`config.mk`:
```
export PLATFORM = sky130hd
export DESIGN_NAME = proj_input_router
export DESIGN_NICKNAME = d
export VERILOG_FILES = /design/src/rtl/proj_input_router.sv
export SDC_FILE = /design/constraint.sdc
export NUM_CORES = 1
export LEC_CHECK = 0
export BUFFER_PORTS_ARGS = -buffer_cell sky130_fd_sc_hd__buf_2
export CAP_MARGIN = 20
export CORE_ASPECT_RATIO = 0.75
export CORE_UTILIZATION = 56
export CTS_BUF_LIST = sky130_fd_sc_hd__clkbuf_2 sky130_fd_sc_hd__clkbuf_4 sky130_fd_sc_hd__clkbuf_8
export DETAILED_ROUTE_END_ITERATION = 10
export MAX_ROUTING_LAYER = met4
export PLACE_DENSITY = 0.9
export SLEW_MARGIN = 10
export SYNTH_ARGS = -nofsm -noshare
export SYNTH_HDL_FRONTEND = slang
export SYNTH_SLANG_ARGS = --single-unit
```
`constraint.sdc`:
```
create_clock -name clk -period 2.25 [get_ports clk]
set_input_delay 0.3375 -clock clk [delete_from_list [all_inputs] [get_ports clk]]
set_output_delay 0.3375 -clock clk [all_outputs]
set_load 0.02 [all_outputs]
```
`src/rtl/proj_input_router.sv`:
```
// -----------------------------------------------------------------------------
// proj_input_router
// Routes the shared io_in pad bus to one of NPROJ per-project hold registers,
// selected by sel. It is the input-side counterpart of the project output mux.
// Unselected slots keep their held values.
//
// io_in and load arrive asynchronously, so both pass through a 2-flop
// synchronizer. A rising edge on the synchronized load requests a capture.
// The capture is accepted only when sel has been stable for SETTLE cycles.
//
// Ports:
//   clk        - single clock
//   rst        - asynchronous, active-low reset
//   io_in      - raw pad data, asynchronous to clk
//   load       - raw pad strobe; a rising edge requests a capture
//   sel        - target slot; values >= NPROJ alias to slot 0
//   clr        - synchronous clear of all hold registers and valid flags
//   proj_bus   - slot i is at bits [i*INPUTS +: INPUTS]
//   proj_valid - slot i has been written since the last reset or clr
//   done       - 1-cycle pulse: a capture was committed
//   dropped    - 1-cycle pulse: a load edge was rejected
//   busy       - high whenever the selector is not armed
// -----------------------------------------------------------------------------
module proj_input_router #(
  parameter int INPUTS = 16,
  parameter int NPROJ  = 13,
  parameter int SETTLE = 2
) (
  input  logic                      clk,
  input  logic                      rst,
  input  logic [INPUTS-1:0]         io_in,
  input  logic                      load,
  input  logic [3:0]                sel,
  input  logic                      clr,
  output logic [NPROJ*INPUTS-1:0]   proj_bus,
  output logic [NPROJ-1:0]          proj_valid,
  output logic                      done,
  output logic                      dropped,
  output logic                      busy
);

  localparam int CNTW = (SETTLE > 1) ? $clog2(SETTLE + 1) : 1;

  typedef enum logic [0:0] {
    SETTLING = 1'b0,
    ARMED    = 1'b1
  } state_t;

  state_t            state_r;
  logic [CNTW-1:0]   cnt_r;
  logic [3:0]        sel_q_r;

  logic [INPUTS-1:0] io_s1_r;
  logic [INPUTS-1:0] io_s2_r;
  logic              load_s1_r;
  logic              load_s2_r;
  logic              load_s3_r;

  logic              ld_edge_s;
  logic              sel_chg_s;
  logic [3:0]        slot_s;
  logic              accept_s;
  logic              reject_s;

  // Edge detect, slot decode, and the accept/reject decision for a load edge.
  always_comb begin
    ld_edge_s = load_s2_r & ~load_s3_r;
    sel_chg_s = (sel != sel_q_r);
    if ({1'b0, sel_q_r} < 5'(NPROJ)) begin
      slot_s = sel_q_r;
    end else begin
      slot_s = 4'd0;
    end
    // A sel change or a clr in the same cycle wins over the capture.
    accept_s = ld_edge_s & (state_r == ARMED) & ~sel_chg_s & ~clr;
    reject_s = ld_edge_s & ~accept_s;
  end

  // Two-flop synchronizers for pad data and strobe, plus the edge-detect delay.
  always_ff @(posedge clk or negedge rst) begin
    if (!rst) begin
      io_s1_r   <= {INPUTS{1'b0}};
      io_s2_r   <= {INPUTS{1'b0}};
      load_s1_r <= 1'b0;
      load_s2_r <= 1'b0;
      load_s3_r <= 1'b0;
    end else begin
      io_s1_r   <= io_in;
      io_s2_r   <= io_s1_r;
      load_s1_r <= load;
      load_s2_r <= load_s1_r;
      load_s3_r <= load_s2_r;
    end
  end

  // Sel-settle FSM; busy is registered alongside the state.
  always_ff @(posedge clk or negedge rst) begin
    if (!rst) begin
      state_r <= SETTLING;
      cnt_r   <= CNTW'(SETTLE);
      sel_q_r <= 4'd0;
      busy    <= 1'b1;
    end else if (sel_chg_s) begin
      // Any sel movement restarts the settle window, whatever the state.
      state_r <= SETTLING;
      cnt_r   <= CNTW'(SETTLE);
      sel_q_r <= sel;
      busy    <= 1'b1;
    end else begin
      case (state_r)
        SETTLING: begin
          cnt_r <= cnt_r - CNTW'(1);
          if (cnt_r == CNTW'(1)) begin
            state_r <= ARMED;
            busy    <= 1'b0;
          end else begin
            busy    <= 1'b1;
          end
        end
        ARMED: begin
          busy <= 1'b0;
        end
        default: begin
          state_r <= SETTLING;
          cnt_r   <= CNTW'(SETTLE);
          busy    <= 1'b1;
        end
      endcase
    end
  end

  // Hold registers, valid flags, and the done/dropped status pulses.
  always_ff @(posedge clk or negedge rst) begin
    if (!rst) begin
      proj_bus   <= {(NPROJ*INPUTS){1'b0}};
      proj_valid <= {NPROJ{1'b0}};
      done       <= 1'b0;
      dropped    <= 1'b0;
    end else begin
      done    <= accept_s;
      dropped <= reject_s;
      if (clr) begin
        proj_bus   <= {(NPROJ*INPUTS){1'b0}};
        proj_valid <= {NPROJ{1'b0}};
      end else if (accept_s) begin
        for (int i = 0; i < NPROJ; i++) begin
          if (slot_s == 4'(i)) begin
            proj_bus[i*INPUTS +: INPUTS] <= io_s2_r;
            proj_valid[i]                <= 1'b1;
          end
        end
      end else begin
        proj_bus   <= proj_bus;
        proj_valid <= proj_valid;
      end
    end
  end

endmodule

```
# Yosys cells after proc, flatten, opt, wreduce, memory -nomap -nowiden
# Cells that the tools add are included.
# Widths: inputs -> output; s select.
totals:
  regBits: 266
  latch_bits: 0
  mem_bits_rw: 0
  romBits: 0
  out_inout_bits: 224
  wordCells: 131
  memories: 0
op_classes:
  addsub: 1
  n_mul: 0
  div_mod_pow: 0
  order_cmp: 1
  eq_ne: 15
  n_shift: 0
  n_mux: 39
  bitwise: 10
  reduce_logical: 28
op_table:
  columns: ["cell", "count"]
  rows:
  - ["$mux 208", 2]
  - ["$mux 16", 13]
  - ["$reduce_bool 2->1", 14]
  - ["$mux 13", 2]
  - ["$reduce_and 2->1", 13]
  - ["$eq 4x4->1 const B", 5]
  - ["$mux 1", 18]
  - ["$eq 4x3->1 const B", 4]
  - ["$eq 4x2->1 const B", 2]
  - ["$and 1x1->1", 5]
  - ["$not 1->1", 5]
  - ["$eq 4x1->1 const B", 1]
  - ["$logic_not 4->1", 1]
  - ["$lt 4x4->1 const B", 1]
  - ["$mux 2", 2]
  - ["$mux 4", 1]
  - ["$ne 4x4->1", 1]
  - ["$eq 2x1->1 const B", 1]
  - ["$ne 2x1->1 const B", 1]
  - ["$pmux 1 s2", 1]
  - ["$sub 2x1->2 const B", 1]

# Logic depth before layout (Yosys ltp)
depth:
  word_depth: 7
  ltp_mapped: 8
  mapped_depth_nobuf: 4

# Least setup slack after synthesis
# OpenSTA, ideal clock, no wires.
synth_timing:
  path_kind: "register to register"
  startpoint: "register sel_q_r[0]"
  endpoint: "register proj_bus[10]"
  setup_time_ns: 0.121
  arrival_time_ns: 1.687
  t_required_ns: 2.129
  slack_ns: 0.442
  stages_incl_launch_ff: 7
  cell_sequence: "dfrtp_1 > buf_4 > or4_1 > a21boi_1 > a21oi_2 > buf_2 > a22o_1"
synth_between:
  elab_chain_cells: 6
  elab_cells_between_ends: 10
  cone_classes: "order compare (1); eq/ne (1); mux (1); bitwise (3); reduce/logical (4)"
synth_lines:
  columns: ["element", "line", "text"]
  rows:
  - ["start, declared", "51", "logic [3:0] sel_q_r;"]
  - ["start signal, assigned", "107", "sel_q_r <= sel;"]
  - ["branches (longest 5 deep; another with $lt 4x4->1)", null, null]
  - ["$reduce_and 2->1 (no line) *", null, null]
  - ["end signal, assigned", "135", "proj_bus <= {(NPROJ*INPUTS){1'b0}};"]
  - ["end signal, assigned", "143", "proj_bus <= {(NPROJ*INPUTS){1'b0}};"]
  - ["end signal, assigned by index", "148", "proj_bus[i*INPUTS +: INPUTS] <= io_s2_r;"]
  - ["end, declared", "35", "output logic [NPROJ*INPUTS-1:0] proj_bus,"]
# Mark *: on every way between the ends.
# A chain may end at the register's enable or synchronous reset.

# Worst setup path after layout
layout_timing:
  startpoint: "register state_r"
  endpoint: "register proj_bus[178]"
layout_between:
  elab_chain_cells: 5
layout_lines:
  columns: ["element", "line", "text"]
  rows:
  - ["start, declared", "49", "state_t state_r;"]
  - ["start signal, assigned", "99", "state_r <= SETTLING;"]
  - ["start signal, assigned", "105", "state_r <= SETTLING;"]
  - ["start signal, assigned", "114", "state_r <= ARMED;"]
  - ["$and 1x1->1 (3 in series)", "75", "accept_s = ld_edge_s & (state_r == ARMED) & ~sel_chg_s & ~clr;"]
  - ["$reduce_bool 2->1 (no line)", null, null]
  - ["$reduce_and 2->1 (no line)", null, null]
# No other way between the ends.

==> flow_summary.yaml <==
job:
  cap_viol_max_count: 0
worst_setup_path:
  start_kind: "flop"
  cp-end-kind: "flop"
  critPathArrivalTime_ps: 2420
  required_ps: 2660
  path_class: "flop to flop"
  path_max_fanout: 19
  r2r_slack_ps: 230
clock_network:
  cts_max_level: 2
  numCtsBuffers: 41
  ctsResizeCount: 0
  cts_tree: "done"
  clkLatencyLatePin_ps: 520
  clockBufferDepth: 3
  clk_pin_slew_worst_paths_ps: 60
  root_buffer: "clkbuf_8"
  cts_sinks: 266
  postCtsSetupRepairBufs: 0
logic_synthesis:
  synth-seq-area-share: 0.625
  mappedNetlistArea_um2: 10600
  yosysWarnings: 0
  synth-async-reset-ratio: 1.00
  synthTopCellsByArea: "dfrtp_1 (62%), mux2i_1 (9.1%), nand2b_1 (5.2%)"
  synth-edff-count: 0
  synthFlopType: "dfrtp_1"
  synth_fp_nets: 920
  synth_seq_cells: 266
  synth.avg_cell_area_um2: 11.9
  synth_area_leader_cell: "dfrtp_1"
  synth_top_area_frac: 0.621
  syn_inst: 895
  synth.distinct_cells: 42
pwr:
  power_density_nw_per_um2: 719
  power_leakage_nw: 7.25
  max-vdd-ir-drop_mv: 0.527
sta:
  hold_viol_final: 0
  fin_skew_ps: 12.7
  min_period_ps: 2020
  drv_slew: 0
  timing.fmax_ghz: 0.496
  maxSlewHeadroom: 0.585
  setup_violations: 0
  worst_pin_slew_ps: 623
  rsz0062_at_grt: "no"
  min_period_over_period: 0.896
  finalSetupTns_ps: 0
floorplanning:
  dieHeight_um: 121
  start_util: 0.574
  pin_count: 248
  rows: 43
  core_um2: 18600
  die_w_um: 161
  die_area_um2: 19600
final_layout:
  area_growth_pct: 22.8
  antenna_cells: 0
  filler_cell_count: 1298
  nNetsFinal: 1198
  final_common_cell: "dfrtp_1"
  drive_gt1_frac: 0.308
  finalNonFillerCells: 1443
  layout_common_cells: "dfrtp_1 (264), buf_2 (245), nand2_1 (131)"
drt:
  vias_per_cell: 5.56
  route.detailed.drc: 0
  routedWlPerCell_um: 20.1
  first_pass_iters: 7
  num_vias: 8029
  drt_iter0_drc: 652
  drt_wl_total_mm: 29.1
  drtAntennaViolNets: 0
global_routing:
  grt_antenna_before_repair: 0
  grt_pass1_vias: 8134
  grt_usage: 0.310
  grt_overflow: 0
  grt_pass1_wl_mm: 44.8
  grt_max_degree: 64
placement:
  place_hpwl_mm: 18.9
  gp_congestion: 0.838
  io_buffers: 247
  post-place-cells: 1355
status:
  status: "finished, final reports clean"
worst_hold_path:
  hold_class: "primary input to flop"
area by class of cell:
class	instances	area [µm²]	share of cell area
Clock buffer	61	752	0.0575
Tap cell	247	309	0.0236
Inverter	13	48.8	0.00373
Sequential cell	266	6660	0.510
Timing Repair Buffer	304	1760	0.135
Clock inverter	5	78.8	0.00603
Multi-Input combinational cell	547	3460	0.265
repair_timing:
item | CTS | global route
endpoints found under the setup margin | 0 | 0
endpoints found under the hold margin | 75 | 0
hold buffers | 22 | 0
stage by stage:
stage	util	cell area [µm²]	setup WS (ps)	hold slack, ps	power [mW]
after floorplan	-	10600	442	41.9	5.10
after global placement	0.647	12000	410	321	5.29
after detailed placement	0.647	12000	346	311	5.30
after CTS	0.704	13100	300	194	9.46
after global routing	0.704	13100	127	202	9.72
final	0.704	13100	235	210	9.40
synthesized netlist by cell type (all sizes together) (3+ instances only):
| cell | number |
|---|---|
| dfrtp | 264 |
| mux2i | 97 |
| a21oi | 77 |
| nand2 | 131 |
| and4bb | 4 |
| inv | 13 |
| nand2b | 89 |
| nand4 | 9 |
| or2b | 7 |
| nor2 | 23 |
| buf | 25 |
| a22o | 16 |
| nand3 | 3 |
| nand3b | 32 |
| clkbuf | 43 |
| xor2 | 4 |
| and3 | 4 |
| o21ai | 33 |
| and4 | 3 |
sequential cells by signal, indices dropped and copies added (netlist names):
name	cells
load_s2_r	1
dropped	1
state_r	1
sel_q_r	4
done	1
proj_bus	208
proj_valid	13
cnt_r	2
load_s1_r	1
load_s3_r	1
busy	1
io_s1_r	16
io_s2_r	16
power breakdown:
| group | internal [mW] | switching [mW] | leakage, nW |
|---|---|---|---|
| clock | 2.35 | 1.80 | 0.443 |
| combinational | 0.124 | 0.241 | 3.18 |
| sequential | 4.82 | 0.0581 | 3.62 |
| total | 7.30 | 2.10 | 7.25 |
per-layer routing:
metal / vias to the layer above / GRT usage / wire length (µm)
li1: 3526 / - / -
met1: 4062 / 0.412 / 12200
met2: 373 / 0.470 / 13600
met3: 68 / 0.0725 / 2360
met4: 0 / 0.115 / 823
met5: - / - / 0
critical path: stages (launching register included):
cell,delay (ps)
dfrtp_1,420
and3b_1,590
and4_1,290
buf_4,250
nand2_1,80
a21oi_1,270
final timing paths:
check	from	to	cells past startpoint
min in group asynchronous	rst	proj_bus[146]$_DFFE_PN0P_	2
worst max-delay path	state_r$_DFF_PN0_	proj_bus[178]$_DFFE_PN0P_	5
worst min-delay path	clr	done$_DFF_PN0_	2
worst min register to register	io_s1_r[11]$_DFF_PN0_	io_s2_r[11]$_DFF_PN0_	0
max in group asynchronous	rst	io_s1_r[8]$_DFF_PN0_	3
worst max register to register	state_r$_DFF_PN0_	proj_bus[178]$_DFFE_PN0P_	5
kinds of logic after synthesis:
group / Yosys count / synth area share
buffers and inverters: 82 / 0.0495
adder cells (fa/ha/maj): 1 / 0.00118
AND/OR/NAND/NOR: 314 / 0.160
XOR/XNOR: 5 / 0.00411
flip-flops: 266 / 0.625
AO/OA/AOI/OAI: 130 / 0.0683
multiplexers: 97 / 0.0912
No activity file was read; power rests on OpenSTA's default activity.
